$ cat src/rtl/fifo_pkg.sv
// fifo_pkg: constants and types shared by the FIFO read-side blocks.
//   DEF_DATA_W : default RAM word / output data width
//   DEF_CNT_W  : default width of the delivered-word counter
//   BUF_DEPTH  : number of entries in the read-stage holding buffer
//   occ_t      : holding-buffer occupancy (0..BUF_DEPTH)
package fifo_pkg;

  localparam int unsigned DEF_DATA_W = 8;
  localparam int unsigned DEF_CNT_W  = 16;
  localparam int unsigned BUF_DEPTH  = 2;

  typedef logic [1:0] occ_t;

endpackage

$ cat src/rtl/fifo_read_stage_if.sv
// fifo_read_stage_if: bundles the upstream FIFO/RAM side and the downstream
// valid/ready side of the read stage.
//   fifo_empty : upstream FIFO empty flag
//   fifo_rd    : pop request to the FIFO controller
//   ram_rdata  : synchronous RAM read data (one cycle after the pop edge)
//   out_data   : downstream data word
//   out_valid  : out_data holds a word
//   out_ready  : downstream accept
//   words_out  : count of completed downstream transfers
// Modports: master = the read stage, slave = its surroundings.
interface fifo_read_stage_if
  import fifo_pkg::*;
#(
  parameter int unsigned DATA_W = DEF_DATA_W,
  parameter int unsigned CNT_W  = DEF_CNT_W
);

  logic              fifo_empty;
  logic              fifo_rd;
  logic [DATA_W-1:0] ram_rdata;
  logic [DATA_W-1:0] out_data;
  logic              out_valid;
  logic              out_ready;
  logic [CNT_W-1:0]  words_out;

  modport master (
    input  fifo_empty,
    input  ram_rdata,
    input  out_ready,
    output fifo_rd,
    output out_data,
    output out_valid,
    output words_out
  );

  modport slave (
    output fifo_empty,
    output ram_rdata,
    output out_ready,
    input  fifo_rd,
    input  out_data,
    input  out_valid,
    input  words_out
  );

endinterface

$ cat src/rtl/fifo_read_stage.sv
// fifo_read_stage: turns a FIFO controller plus synchronous RAM (one cycle of
// read latency) into a registered valid/ready stream. A 2-entry holding buffer
// absorbs the in-flight read so the stream runs at one word per cycle without
// ever dropping a word when the consumer stalls.
// Ports:
//   clk   : clock, rising edge
//   reset : asynchronous active-low reset
//   bus   : fifo_read_stage_if.master (FIFO pop side, RAM data, output stream)
module fifo_read_stage
  import fifo_pkg::*;
#(
  parameter int unsigned DATA_W = DEF_DATA_W,
  parameter int unsigned CNT_W  = DEF_CNT_W
) (
  input  logic              clk,
  input  logic              reset,
  fifo_read_stage_if.master bus
);

  occ_t              r_count;
  logic              r_inflight;
  logic [DATA_W-1:0] r_head;
  logic [DATA_W-1:0] r_tail;
  logic [CNT_W-1:0]  r_words_out;

  occ_t              w_count_d;
  logic [DATA_W-1:0] w_head_d;
  logic [DATA_W-1:0] w_tail_d;
  logic              w_pop;
  logic              w_land;
  logic              w_rd;
  logic [2:0]        w_level;
  occ_t              w_keep;

  assign w_pop  = (r_count != '0) && bus.out_ready;
  assign w_land = r_inflight;

  // Occupancy a new read would see once it lands: words held plus the word
  // already in flight, minus the one leaving on this edge.
  assign w_level = {1'b0, r_count} + 3'(r_inflight) - 3'(w_pop);
  // Gated by reset so no pop reaches the FIFO controller while it is held.
  assign w_rd    = reset && !bus.fifo_empty && (w_level < 3'(BUF_DEPTH));

  // Words left in the buffer after this edge's pop, before any landing.
  assign w_keep = r_count - occ_t'(w_pop);

  always_comb begin
    w_count_d = r_count + occ_t'(w_land) - occ_t'(w_pop);
    w_head_d  = r_head;
    w_tail_d  = r_tail;
    if (w_pop) begin
      w_head_d = r_tail;
    end
    if (w_land) begin
      if (w_keep == '0) begin
        w_head_d = bus.ram_rdata;
      end else begin
        w_tail_d = bus.ram_rdata;
      end
    end
  end

  always_ff @(posedge clk or negedge reset) begin
    if (!reset) begin
      r_count     <= '0;
      r_inflight  <= 1'b0;
      r_head      <= '0;
      r_tail      <= '0;
      r_words_out <= '0;
    end else begin
      r_count     <= w_count_d;
      r_inflight  <= w_rd;
      r_head      <= w_head_d;
      r_tail      <= w_tail_d;
      r_words_out <= r_words_out + CNT_W'(w_pop);
    end
  end

  assign bus.fifo_rd   = w_rd;
  assign bus.out_valid = (r_count != '0);
  assign bus.out_data  = r_head;
  assign bus.words_out = r_words_out;

endmodule

$ cat src/flat_wrapper.sv
// flat-port wrapper written by rule: the top's interface ports become plain ports
module fifo_read_stage_flat import fifo_pkg::*;
#(
  parameter int unsigned DATA_W = DEF_DATA_W,
  parameter int unsigned CNT_W  = DEF_CNT_W
)
  (clk, reset, bus_fifo_empty, bus_ram_rdata, bus_out_ready, bus_fifo_rd, bus_out_data, bus_out_valid, bus_words_out);
  fifo_read_stage_if #(.DATA_W(DATA_W), .CNT_W(CNT_W)) bus_i ();
  input  logic clk;
  input  logic reset;
  input wire logic [$bits(bus_i.fifo_empty)-1:0] bus_fifo_empty;
  input wire logic [$bits(bus_i.ram_rdata)-1:0] bus_ram_rdata;
  input wire logic [$bits(bus_i.out_ready)-1:0] bus_out_ready;
  output wire logic [$bits(bus_i.fifo_rd)-1:0] bus_fifo_rd;
  output wire logic [$bits(bus_i.out_data)-1:0] bus_out_data;
  output wire logic [$bits(bus_i.out_valid)-1:0] bus_out_valid;
  output wire logic [$bits(bus_i.words_out)-1:0] bus_words_out;
  assign bus_i.fifo_empty = bus_fifo_empty;
  assign bus_i.ram_rdata = bus_ram_rdata;
  assign bus_i.out_ready = bus_out_ready;
  assign bus_fifo_rd = bus_i.fifo_rd;
  assign bus_out_data = bus_i.out_data;
  assign bus_out_valid = bus_i.out_valid;
  assign bus_words_out = bus_i.words_out;
  fifo_read_stage #(.DATA_W(DATA_W), .CNT_W(CNT_W)) u_core (.clk(clk), .reset(reset), .bus(bus_i));
endmodule
$ cat config.mk
export PLATFORM = sky130hd
export DESIGN_NAME = fifo_read_stage_flat
export DESIGN_NICKNAME = d
export VERILOG_FILES = /design/src/rtl/fifo_pkg.sv /design/src/rtl/fifo_read_stage_if.sv /design/src/rtl/fifo_read_stage.sv /design/src/flat_wrapper.sv
export SDC_FILE = /design/constraint.sdc
export NUM_CORES = 1
export LEC_CHECK = 0
export CAP_MARGIN = 20
export CORE_ASPECT_RATIO = 0.9
export CORE_MARGIN = 4
export CORE_UTILIZATION = 40
export DETAILED_ROUTE_END_ITERATION = 10
export PLACE_DENSITY = 0.76
export SLEW_MARGIN = 20
export SYNTH_ARGS = -nofsm -noshare
export SYNTH_HDL_FRONTEND = slang
export SYNTH_SLANG_ARGS = --single-unit
$ cat constraint.sdc
create_clock -name clk -period 3.9 [get_ports clk]
set_clock_uncertainty 0.15 [all_clocks]
set_input_delay 0.585 -clock clk [delete_from_list [all_inputs] [get_ports clk]]
set_output_delay 0.585 -clock clk [all_outputs]
set_load 0.1 [all_outputs]
==> results.cfg, run 1 <==
[die]
io_pins = 38
core_um2 = 3700
dieArea_um2 = 4910
fp-row-count = 21
floorplan.initialDensity = 0.416
die_x_um = 73.4
die_h_um = 66.9

[global_routing]
grt_overflow = 0
grt_first_pass_wirelength_mm = 4.90
antenna_found_initial = 0
grt_pass1_vias = 1050
grt_max_degree = 36
grtUsageTotal = 0.135

[placement]
placed_area_um2 = 1980
post-dp-hpwl_mm = 2.11
dp.cells = 199
port_buffers = 37
globalplace.congestion = 0.737

[synthesis]
yosysWarnings = 0
yosysMostFrequentCell = dfrtp_1
synthTopCellsByCount = 35 x dfrtp_1, 10 x xnor2_1, 9 x nand3_1
synth_area_per_cell_um2 = 13.1
synth_edf_count = 0
yosysSeqAreaShare = 0.569
synth.net_count = 135
async_flop_share = 1.00
synth_top_area_share = 0.569
netlist_area_um2 = 1540
synth-main-ff-cell = dfrtp_1
synthCells = 118
synth_top_area_cell = dfrtp_1
synth.distinct_cells = 24
ys_ff_latch = 35
netlist_top_cells_area = dfrtp_1 57%, mux2_2 5.8%, xnor2_1 5.7%

[worst_setup_path]
cp.arrival_ps = 2720
worstSetupStartpointType = primary input
r2r_setup_slack_ps = 1640
critPathRequiredTime_ps = 3160
rr_worst_depth = 8
end_kind = output pin
crit_type = in2out
cp_max_fo = 4

[layout]
fin_area_um2 = 2080
n_antenna_cell = 0
area_growth_pct = 35.3
stdcell_count = 207
nets = 177
fillCellCount = 302
drive_gt1_frac = 0.161

[clock_tree]
htree_levels = 2
path_clk_slew_ps = 60
cts_inserted_buffers = 5
insertion_delay_ps = 290
cts_tree = done
cts_resized = 0
cts_hold_buf = 0
cts_buffer_depth = 2
cts.sinks = 35
root_buffer = clkbuf_8
post-cts-setup-buffer-count = 0

[timing]
finalCriticalPeriod_ps = 3460
min_period_over_period = 0.887
max_slew_margin = 0.342
fmax_mhz = 289
grt_setup_unrepaired = no
tightest_slew_ps = 983
timing.final.hold_violations = 0
setup_tns_ps = 0
finalSetupViolations = 0
slew_violations = 0

[route]
drc = 0
drt_wl_total_mm = 2.87
viasPerCell = 4.88
drt-initial-drc-count = 18
vias = 1011
wl_per_cell_um = 13.8
antenna_left = 0
firstDrtPassIters = 3

[outcome]
outcome = completed

[worst_hold_path]
hold_depth = 1
worst_hold_path_type = reg2reg

[flow_run]
cap_violations = 0
==> critical path: stages <==
cell             delay (ps)
clkdlybuf4s50_1         550
nand3b_1                220
nand2_2                 160
ha_1                    180
fa_1                    470
nor4b_4                 340
buf_12                  220
==> metal layers <==
metal,GRT usage,share of wire,up-vias,routed length (um)
met5,0,0,-,0
met4,0.0543,0.020,0,58
met3,0.0649,0.084,6,240
met2,0.209,0.45,33,1290
met1,0.161,0.45,487,1280
li1,-,-,485,-
==> worst paths after layout <==
path                                                 endpoint                               start
hold reg to reg            u_core.bus.words_out[15]$_DFF_PN0_  u_core.bus.words_out[15]$_DFF_PN0_
hold / removal             u_core.bus.words_out[15]$_DFF_PN0_  u_core.bus.words_out[15]$_DFF_PN0_
max in group asynchronous  u_core.bus.words_out[12]$_DFF_PN0_                               reset
min in group asynchronous   u_core.bus.words_out[5]$_DFF_PN0_                               reset
setup / recovery                                  bus_fifo_rd                       bus_out_ready
setup reg to reg            u_core.bus.words_out[8]$_DFF_PN0_         u_core.r_count[1]$_DFF_PN0_
==> sequential cells by signal, indices dropped and copies added (netlist names) <==
signal,count
u_core.r_inflight,1
u_core.bus.out_data,8
u_core.r_tail,8
u_core.bus.words_out,16
u_core.r_count,2
==> cell usage in the layout (no fill, tap or decap), types with 2 or more instances in the layout <==
cell,netlist,final
a21oi_1,8,8
and3_1,7,7
and3_4,2,2
clkbuf_8,0,7
clkdlybuf4s50_1,0,36
dfrtp_1,35,35
ha_1,4,4
inv_1,2,2
mux2_2,8,8
mux2i_1,8,8
nand3_1,9,9
nor2_1,8,8
xnor2_1,10,10
xor2_1,4,4
==> logic make-up (layout without fill, tap and decap cells) <==
group / count (synthesis) / after routing / share of synthesized area
flip-flops: 35 / 35 / 0.569
AND/OR/NAND/NOR: 33 / 33 / 0.132
multiplexers: 16 / 16 / 0.110
XOR/XNOR: 15 / 15 / 0.0902
AO/OA/AOI/OAI: 9 / 9 / 0.0366
adder cells (fa/ha/maj): 5 / 5 / 0.0455
buffers and inverters: 5 / 48 / 0.0163
==> layout make-up <==
type	count	area [um^2]	area share
clock buffer	8	100	0.0480
inverter	2	7.51	0.00360
multi-input combinational	78	654	0.314
sequential	35	876	0.420
tap	46	57.6	0.0276
timing repair buffer	38	388	0.186
==> per-stage QoR <==
| stage | hold slack, ps | utilization | worst slack [ps] |
|---|---|---|---|
| 2_1_floorplan | 139 | - | 479 |
| 3_3_place_gp | 311 | 0.535 | 512 |
| 3_5_place_dp | 321 | 0.535 | 411 |
| 4_1_cts | 330 | 0.562 | 407 |
| 5_1_grt | 364 | 0.562 | 323 |
| 6_report | 320 | 0.562 | 441 |
Power of run 1 is left out: the tool's default activity adds up to more than one toggle a clock period on the data nets, which glitch-free logic cannot reach.
==> inputs of run 2 (changes only) <==
clock period = 3.4 ns   (was 3.9 ns; I/O delays follow)
==> results.cfg, run 2 (same netlist as run 1, synthesis figures left out) <==
[outcome]
outcome = completed

[global_routing]
grtUsageMet3 = 0.0513
grt_first_pass_wirelength_mm = 4.91
grt.busiest_layer = met2
antenna_found_initial = 0
grt_use_met1 = 0.171
gr-usage-met2 = 0.210
grt_pass1_vias = 1046
grtUsageTotal = 0.138
grt_max_degree = 36
grt_overflow = 0

[worst_setup_path]
crit_type = reg2out
crit_buf_inv = 1
critPathTopFamily = simple AND/OR/NAND/NOR gates
end_kind = output pin
cp_slowest_cell = fa_1
cp.arrival_ps = 2370
cp_slowest_stage_delay_ps = 420
cp_max_fo = 3
path_cells = or2b_1, nand2_2, ha_1, fa_1, xnor2_1, nor4b_4, buf_12
critPathRequiredTime_ps = 2740
worstSetupStartpointType = flop

[route]
drt-initial-drc-count = 61
antenna_left = 0
viasPerCell = 4.98
drc = 0
wl_per_cell_um = 14.6
firstDrtPassIters = 4
drt_wl_total_mm = 3.04
vias = 1036

[clock_tree]
insertion_delay_ps = 290
cts_hold_buf = 0
cts_buffer_depth = 2
path_clk_slew_ps = 70
cts.sinks = 35
root_buffer = clkbuf_8
cts_inserted_buffers = 5
htree_levels = 2
cts_tree = done

[timing]
setup_tns_ps = 0
finalSetupViolations = 0
timing.final.hold_violations = 0
grt_setup_unrepaired = no
finalWorstSetupSlack_ps = 375
fmax_mhz = 331
max_slew_margin = 0.348
slew_violations = 0
tightest_slew_ps = 975
finalCriticalPeriod_ps = 3030
min_period_over_period = 0.890

[die]
die_x_um = 73.4
core_um2 = 3700
io_pins = 38
die_h_um = 66.9
dieArea_um2 = 4910
floorplan.initialDensity = 0.416
fp-row-count = 21

[layout]
stdcell_count = 208
mostFrequentLayoutCell = dfrtp_1
drive_gt1_frac = 0.241
nets = 178
n_antenna_cell = 0
largest_register_ffs = 16
final_cell_mix = 35 x dfrtp_1, 23 x clkdlybuf4s50_1, 14 x buf_4, 10 x xnor2_1, 9 x nand3_1
area_growth_pct = 34.0
fin_util = 0.557

[placement]
post-place-ws_ps = 60.1
post-dp-hpwl_mm = 2.22
port_buffers = 37
dp.cells = 200
globalplace.congestion = 0.741

[flow_run]
cap_violations = 0

[worst_hold_path]
worst_hold_path_type = reg2reg
[run 2: cell types whose count changed in the layout (fill, tap and decap cells not counted), sizes merged]
| cell | delta |
|---|---|
| buf | +13 |
| clkdlybuf4s50 | -13 |
| dlymetal6s2s | +1 |
[run 2: area by class of cell]
class                           count  area (um^2)
Timing Repair Buffer               39          368
Inverter                            2         7.51
Sequential cell                    35          876
Tap cell                           46         57.6
Clock buffer                        8          100
Fill cell                         305         1640
Multi-Input combinational cell     78          654
[run 2: stage by stage]
step / hold WS [ps] / cell area (um^2)
2_1_floorplan: 64.4 / 1560
3_3_place_gp: 311 / 1960
3_5_place_dp: 317 / 1960
4_1_cts: 326 / 2060
5_1_grt: 336 / 2060
6_report: 317 / 2060
[run 2: worst register-to-register path: stages (launching register included)]
cell     delay, ps
dfrtp_1        420
or2_2          320
nand2_4        170
inv_1           60
ha_1           210
ha_1           230
and3_1         240
and3_4         210
xor2_2         130
[run 2: what timing repair did]
item                                   in CTS  in global routing
setup endpoints to repair                   0                  1
setup buffers                               0                  0
resized for setup                           0                  1
endpoints found under the hold margin       0                  0
[run 2: worst paths after layout]
path	startpoint	to	slack (ps)	cells past startpoint
min in group asynchronous	reset	u_core.bus.words_out[15]$_DFF_PN0_	510	2
max in group asynchronous	reset	u_core.bus.out_data[1]$_DFF_PN0_	2270	2
worst max register to register	u_core.r_count[1]$_DFF_PN0_	u_core.bus.words_out[8]$_DFF_PN0_	1140	8
worst min register to register	u_core.bus.words_out[15]$_DFF_PN0_	u_core.bus.words_out[15]$_DFF_PN0_	320	1
worst max-delay path	u_core.r_count[0]$_DFF_PN0_	bus_fifo_rd	370	7
worst min-delay path	u_core.bus.words_out[15]$_DFF_PN0_	u_core.bus.words_out[15]$_DFF_PN0_	320	1
[run 2: per-layer routing]
metal	vias to the layer above	share of wire
li1	488	-
met1	498	0.44
met2	45	0.46
met3	5	0.082
met4	0	0.017
met5	-	0
Power of run 2 is left out for the same reason.
